--- src/rtl/arm_ctrl_pkg.sv ---
// Shared definitions for the multicycle ARM control path.
// Holds the main FSM state enum with its fixed 4-bit encodings, the
// instruction op-field codes, and the ALUSrcB / ResultSrc select constants
// used by the datapath muxes.
package arm_ctrl_pkg;

   // Main controller states; the encodings are visible on the State port.
   typedef enum logic [3:0] {
      S_FETCH    = 4'd0,
      S_DECODE   = 4'd1,
      S_MEMADR   = 4'd2,
      S_MEMREAD  = 4'd3,
      S_MEMWB    = 4'd4,
      S_MEMWRITE = 4'd5,
      S_EXECUTER = 4'd6,
      S_EXECUTEI = 4'd7,
      S_ALUWB    = 4'd8,
      S_BRANCH   = 4'd9,
      S_UNKNOWN  = 4'd10
   } state_e;

   // Instruction op field.
   localparam logic [1:0] OP_DP  = 2'b00;
   localparam logic [1:0] OP_MEM = 2'b01;
   localparam logic [1:0] OP_BR  = 2'b10;
   localparam logic [1:0] OP_UND = 2'b11;

   // ALU B operand select.
   localparam logic [1:0] SRCB_REG  = 2'b00;
   localparam logic [1:0] SRCB_IMM  = 2'b01;
   localparam logic [1:0] SRCB_FOUR = 2'b10;

   // Result bus select.
   localparam logic [1:0] RES_ALUOUT = 2'b00;
   localparam logic [1:0] RES_RDATA  = 2'b01;
   localparam logic [1:0] RES_ALU    = 2'b10;

endpackage : arm_ctrl_pkg

--- src/rtl/main_fsm.sv ---
// Main control FSM of a multicycle ARM processor.
// Sequences every instruction through FETCH and DECODE, then through the
// memory, data-processing, branch or undefined path. All control outputs are
// Moore decodes of the current state, so an asynchronous reset removes any
// in-flight write enable immediately.
//
// Ports:
//   clk        rising-edge clock
//   rst        asynchronous active-low reset (0 = reset)
//   Op         instruction op field (00 DP, 01 memory, 10 branch, 11 undef)
//   Funct      instruction funct field; [5] = immediate, [0] = load
//   IRWrite    instruction register load enable
//   AdrSrc     memory address select (0 PC, 1 ALU result)
//   ALUSrcA    ALU A select (0 register, 1 PC)
//   ALUSrcB    ALU B select (00 reg, 01 imm, 10 constant 4)
//   ResultSrc  result select (00 ALUOut, 01 read data, 10 ALU result)
//   NextPC     PC write for sequential fetch
//   RegW       unconditioned register write
//   MemW       unconditioned memory write
//   Branch     unconditioned branch
//   ALUOp      1 = ALU decoder uses Funct, 0 = add
//   InstrDone  high in the last cycle of each instruction
//   State      current state encoding
module main_fsm
   import arm_ctrl_pkg::*;
(
   input  logic       clk,
   input  logic       rst,
   input  logic [1:0] Op,
   input  logic [5:0] Funct,
   output logic       IRWrite,
   output logic       AdrSrc,
   output logic       ALUSrcA,
   output logic [1:0] ALUSrcB,
   output logic [1:0] ResultSrc,
   output logic       NextPC,
   output logic       RegW,
   output logic       MemW,
   output logic       Branch,
   output logic       ALUOp,
   output logic       InstrDone,
   output logic [3:0] State
);

   state_e state_q;
   state_e state_d;

   // Only the immediate and load bits steer the sequence; the rest of the
   // funct field belongs to the ALU decoder.
   logic unused_funct;
   assign unused_funct = ^Funct[4:1];

   // State register with asynchronous active-low reset to FETCH.
   always_ff @(posedge clk or negedge rst) begin
      if (!rst) begin
         state_q <= S_FETCH;
      end else begin
         state_q <= state_d;
      end
   end

   // Next-state logic; Op/Funct are looked at only in DECODE and MEMADR.
   always_comb begin
      state_d = S_FETCH;
      case (state_q)
         S_FETCH:    state_d = S_DECODE;
         S_DECODE: begin
            case (Op)
               OP_DP:   state_d = Funct[5] ? S_EXECUTEI : S_EXECUTER;
               OP_MEM:  state_d = S_MEMADR;
               OP_BR:   state_d = S_BRANCH;
               OP_UND:  state_d = S_UNKNOWN;
               default: state_d = S_UNKNOWN;
            endcase
         end
         S_MEMADR:   state_d = Funct[0] ? S_MEMREAD : S_MEMWRITE;
         S_MEMREAD:  state_d = S_MEMWB;
         S_EXECUTER: state_d = S_ALUWB;
         S_EXECUTEI: state_d = S_ALUWB;
         // MEMWB, MEMWRITE, ALUWB, BRANCH, UNKNOWN and the unused
         // encodings 11-15 all return to FETCH.
         default:    state_d = S_FETCH;
      endcase
   end

   // Moore output decode; everything defaults to 0, which is also what the
   // unused encodings 11-15 produce.
   always_comb begin
      IRWrite   = 1'b0;
      AdrSrc    = 1'b0;
      ALUSrcA   = 1'b0;
      ALUSrcB   = SRCB_REG;
      ResultSrc = RES_ALUOUT;
      NextPC    = 1'b0;
      RegW      = 1'b0;
      MemW      = 1'b0;
      Branch    = 1'b0;
      ALUOp     = 1'b0;
      InstrDone = 1'b0;
      case (state_q)
         S_FETCH: begin
            IRWrite   = 1'b1;
            ALUSrcA   = 1'b1;
            ALUSrcB   = SRCB_FOUR;
            ResultSrc = RES_ALU;
            NextPC    = 1'b1;
         end
         S_DECODE: begin
            ALUSrcA   = 1'b1;
            ALUSrcB   = SRCB_FOUR;
            ResultSrc = RES_ALU;
         end
         S_MEMADR: begin
            ALUSrcB   = SRCB_IMM;
         end
         S_MEMREAD: begin
            AdrSrc    = 1'b1;
         end
         S_MEMWB: begin
            ResultSrc = RES_RDATA;
            RegW      = 1'b1;
            InstrDone = 1'b1;
         end
         S_MEMWRITE: begin
            AdrSrc    = 1'b1;
            MemW      = 1'b1;
            InstrDone = 1'b1;
         end
         S_EXECUTER: begin
            ALUOp     = 1'b1;
         end
         S_EXECUTEI: begin
            ALUSrcB   = SRCB_IMM;
            ALUOp     = 1'b1;
         end
         S_ALUWB: begin
            RegW      = 1'b1;
            InstrDone = 1'b1;
         end
         S_BRANCH: begin
            ALUSrcB   = SRCB_IMM;
            ResultSrc = RES_ALU;
            Branch    = 1'b1;
            InstrDone = 1'b1;
         end
         S_UNKNOWN: begin
            InstrDone = 1'b1;
         end
         default: begin
            IRWrite   = 1'b0;
         end
      endcase
   end

   assign State = state_q;

endmodule : main_fsm

--- config.mk ---
export PLATFORM = sky130hd
export DESIGN_NAME = main_fsm
export DESIGN_NICKNAME = d
export VERILOG_FILES = /design/src/rtl/arm_ctrl_pkg.sv /design/src/rtl/main_fsm.sv
export SDC_FILE = /design/constraint.sdc
export NUM_CORES = 1
export LEC_CHECK = 0
export CAP_MARGIN = 30
export CORE_AREA = 10 10 47 49
export DETAILED_ROUTE_END_ITERATION = 7
export DIE_AREA = 0 0 57 59
export PLACE_DENSITY = 0.66
export SYNTH_ARGS = -nofsm -noshare
export SYNTH_HDL_FRONTEND = slang
export SYNTH_SLANG_ARGS = --single-unit
--- constraint.sdc ---
create_clock -name clk -period 3 [get_ports clk]
set_clock_uncertainty 0.2 [all_clocks]
set_input_delay 0.6 -clock clk [delete_from_list [all_inputs] [get_ports clk]]
set_output_delay 0.6 -clock clk [all_outputs]
set_load 0.01 [all_outputs]
Word level (Yosys, flattened, before mapping)
Index checks and enable logic that the tools add are counted.
- bits in registers: 4
- word-level logic and storage cells: 37
- output and inout bits: 17
- reduce and logical (&&, ||, !) cells: 9
- equality and inequality tests: 13
- multiplexer cells: 14
- operators with widths (operator ; number):
    case mux 4 bit (5 select lines) ; 1
    equality test 4 x 3 -> 1 bit, second input constant ; 4
    case mux 4 bit (4 select lines) ; 1
    equality test 4 bit, second input constant ; 3
    two-way mux 1 bit ; 9
    equality test 4 x 2 -> 1 bit, second input constant ; 2
    case mux 2 bit (2 select lines) ; 2
    OR reduction 2 bit ; 4
    OR reduction 3 bit ; 2
    OR reduction 5 bit ; 1
    equality test 2 bit, second input constant ; 2
    equality test 4 x 1 -> 1 bit, second input constant ; 1
    zero test 4 bit ; 1
    two-way mux 3 bit ; 1
    equality test 2 x 1 -> 1 bit, second input constant ; 1
    zero test 2 bit ; 1

Logic depth before layout (Yosys ltp)
- word-level depth: 3
- depth in mapped cells: 4
- gate-level depth less buffers: 3

Worst setup path before layout
No wires, ideal clock.
- path kind: register -> output
- start point: register state_q[2], in the netlist State[2]
- end point: output NextPC
- data required time: 2.200 ns
- slack: 0.873 ns
- arrival time: 1.327 ns
- stages on the path, launching flop included: 5
- path through: dfrtp_1 -> or2_1 -> buf_6 -> nor3_1 -> buf_4
- cells in the longest elaborated chain, start to end: 2
- RTL lines (item ; RTL line ; text):
    start, declared ; main_fsm.sv:45 ; state_e state_q;
    start signal, assigned ; main_fsm.sv:58 ; state_q <= state_d;
    zero test 4 bit ; n/a ;
    two-way mux 1 bit ; n/a ;
    end, declared ; main_fsm.sv:36 ; output logic NextPC,
No other way between the ends.

Worst setup path in the final report
- start point: register state_q[2], in the netlist State[2]
- end point: output ALUSrcB[0]
- cells in the longest elaborated chain, start to end: 3
- elaborated cells on any way between the ends: 8
- RTL lines (item ; RTL line ; text):
    equality test 4 x 3 -> 1 bit, or another cell as far along ; main_fsm.sv:100 ; case (state_q)
    OR reduction 3 bit (no source line) / OR reduction 2 bit (equally long branches) ; n/a ;
    case mux 2 bit (2 select lines) * ; main_fsm.sv:100 ;
    end, declared ; main_fsm.sv:34 ; output logic [1:0] ALUSrcB,
Mark *: on every way between the ends. The rest lies on a longest branch, timed or not.

==> qor.yml <==
route:
  drt_wl_total_um: 1047
  drc: 0
  wire_per_inst_um: 13.09
  num_vias: 372
  drt_iter0_drc: 6
  final_antenna_net_count: 0
  drtPass1Iterations: 4
  via_per_inst: 4.650
power:
  p_int_uw: 395.8
  powerDensity_nw_per_um2: 1160
  p_sw_uw: 273.3
  p_leak_nw: 0.2334
  share_seq_of_total_power_pct: 20.5
  p_clk_share_pct: 10.3
  power_frac_comb_pct: 69.2
  max-vdd-ir-drop_v: 0.0004165
  swShare_pct: 40.84
clock_tree:
  htree_levels: 1
  cts_buffers: 3
  cts_tree: "built"
  cts-root-buf: "clkbuf_4"
  cts_setup_buffers: 0
  clock-sinks: 4
  cts_hold_buf: 0
  clockBufferDepth: 2
  path_clk_slew_ns: 0.04
  clkLatencyLatePin_ns: 0.24
  cts_resized: 0
logic_synthesis:
  synthAdderAreaFrac_pct: 0
  yosysUniqueCellTypes: 23
  avgSynthCellArea_um2: 8.019
  ys_seq_elements: 4
  synthSimpleGateAreaFrac_pct: 39.36
  synth_top_family_by_area: "simple AND/OR/NAND/NOR gates"
  yosys_warnings: 0
  synthesis.area_um2: 352.8
  ys_seq_area_share_pct: 28.37
  syn_nets: 54
  synth_compound_area_share_pct: 16.67
  synth_xor_area_share_pct: 2.482
  synthMuxAreaShare_pct: 0
  postSynthCellCount: 44
placed_design:
  dp_hpwl_um: 802.5
  place_inst: 77
  numPortBuffers: 22
  pre_cts_ws_ns: 0.3741
  gp_congestion: 0.7359
floorplanning:
  die_y_um: 59
  rows: 14
  coreArea_um2: 1401
  initial_core_util_pct: 25.18
  dieArea_um2: 3363
  die_w_um: 57
  ios: 27
final_layout:
  largest_reg_flops: 4
  layout-drive-gt1-share_pct: 12.50
  nets: 76
  regArea_um2: 100.1
  mostFrequentLayoutCells: "clkdlybuf4s50_1, nor2_1, dfrtp_1, o21ai_0, a21oi_1"
  fin_cells: 80
  final_common_cell: "clkdlybuf4s50_1"
  syn_to_final_growth_pct: 63.48
  multi_input_area_um2: 206.4
  fillers: 160
  utilization_pct: 41.16
  diodes: 0
worst_setup_path:
  arrival_ns: 2.06
  worstPathRequired_ns: 2.20
  cp_cell_sequence: "or2_1 > or3b_1 > o211ai_2 > clkdlybuf4s50_1"
  crit_path_end_kind: "output pin"
  start_kind: "register"
  cpMaxStageDelayCell: "clkdlybuf4s50_1"
  criticalPathCategory: "register to output pin"
  slowest_delay_ns: 0.56
  path_max_fanout: 8
timing:
  grt_setup_unrepaired: "no"
  fmax_ghz: 0.3493
  drv_slew: 0
  slew_headroom_pct: 66.06
  min_period_over_period_pct: 95.43
  period_minus_slack_ns: 2.863
  setup_violations: 0
  worstMarginPinSlew_ns: 0.5091
  setup_tns_ns: 0
  hold_ws_ns: 0.3296
  fin_ws_ns: 0.1372
  hold_viol_final: 0
status:
  status: "finished clean"
global_routing:
  grt_pass1_vias: 396
  overflow: 0
  grt_pass1_wl_um: 1773
  grtUsageTotal_pct: 6.421
  antenna_found_initial: 0
  grt_max_degree: 19
hold_path:
  min_path_type: "register to register"
job:
  drv_cap: 0
## final timing paths
path / cells after the start / slack [ns] / to / startpoint
min in group asynchronous: 1 / 0.37 / State[0] / rst
max in group asynchronous: 1 / 2.07 / State[1] / rst
worst min-delay path: 1 / 0.33 / State[3] / State[3]
worst max register to register: 3 / 1.53 / State[1] / State[1]
worst min register to register: 1 / 0.33 / State[3] / State[3]
worst max-delay path: 4 / 0.14 / ALUSrcB[0] / State[2]
## metal layers
layer / part of all wire [%] / track usage (%)
met1: 40 / 6.723
met4: 0 / 4.027
met2: 46 / 9.457
met5: 0 / 0
met3: 14 / 4.077
## cell type report
| type | instances | share of cell area (%) |
|---|---|---|
| clock buffers | 3 | 3.905 |
| repair buffers | 22 | 38.18 |
| multi-input cells | 33 | 35.79 |
| inverters | 2 | 1.302 |
| well taps | 16 | 3.471 |
| flip-flops and latches | 4 | 17.35 |
## metrics by stage
| stage | cell area (um2) | total power, mW |
|---|---|---|
| 2_1_floorplan | 352.8 | 0.3880 |
| 3_3_place_gp | 554.3 | 0.6034 |
| 3_5_place_dp | 554.3 | 0.6101 |
| 4_1_cts | 576.8 | 0.6854 |
| 5_1_grt | 576.8 | 0.7370 |
| 6_report | 576.8 | 0.6691 |
## power groups by stage
stage / logic (mW) / registers [mW] / clock network (mW)
final: 0.463 / 0.137 / 0.0692
after global routing: 0.511 / 0.147 / 0.0786
after CTS: 0.474 / 0.137 / 0.0745
after detailed placement: 0.473 / 0.137 / 0
after global placement: 0.467 / 0.136 / 0
after floorplan: 0.278 / 0.110 / 0
## cell families after synthesis
family / after synthesis
xor gates and xnor gates: 1
DFF: 4
buffers and inverters: 7
AOI/OAI and AO/OA: 10
and+or+nand+nor: 22
## Yosys cell counts
cell type / number / area (um2)
o211ai_2: 1 / 12.51
and2_1: 1 / 6.260
o22ai_1: 1 / 6.260
o21ai_0: 4 / 20.02
nor3_1: 3 / 15.01
buf_2: 1 / 5.000
xnor2_1: 1 / 8.760
buf_4: 1 / 7.510
nor3b_1: 2 / 15.01
nand3b_1: 2 / 15.01
nor2_1: 5 / 18.77
buf_6: 2 / 22.52
nand2b_4: 1 / 13.76
clkbuf_1: 1 / 3.750
dfrtp_1: 4 / 100.1
or3b_1: 1 / 8.760
and2b_2: 1 / 8.760
a21oi_1: 4 / 20.02
nand2_1: 2 / 7.510
inv_1: 2 / 7.510
nand2b_1: 1 / 6.260
or2b_2: 2 / 17.52
or2_1: 1 / 6.260
## worst max-delay path, delay by kind of cell, from the launching register on
kind / cells / cell delay (ns)
compound gates: 1 / 0.08
buf+inv: 1 / 0.56
flops: 1 / 0.43
simple gates: 2 / 0.76
Power figures use the tool's default switching activity.
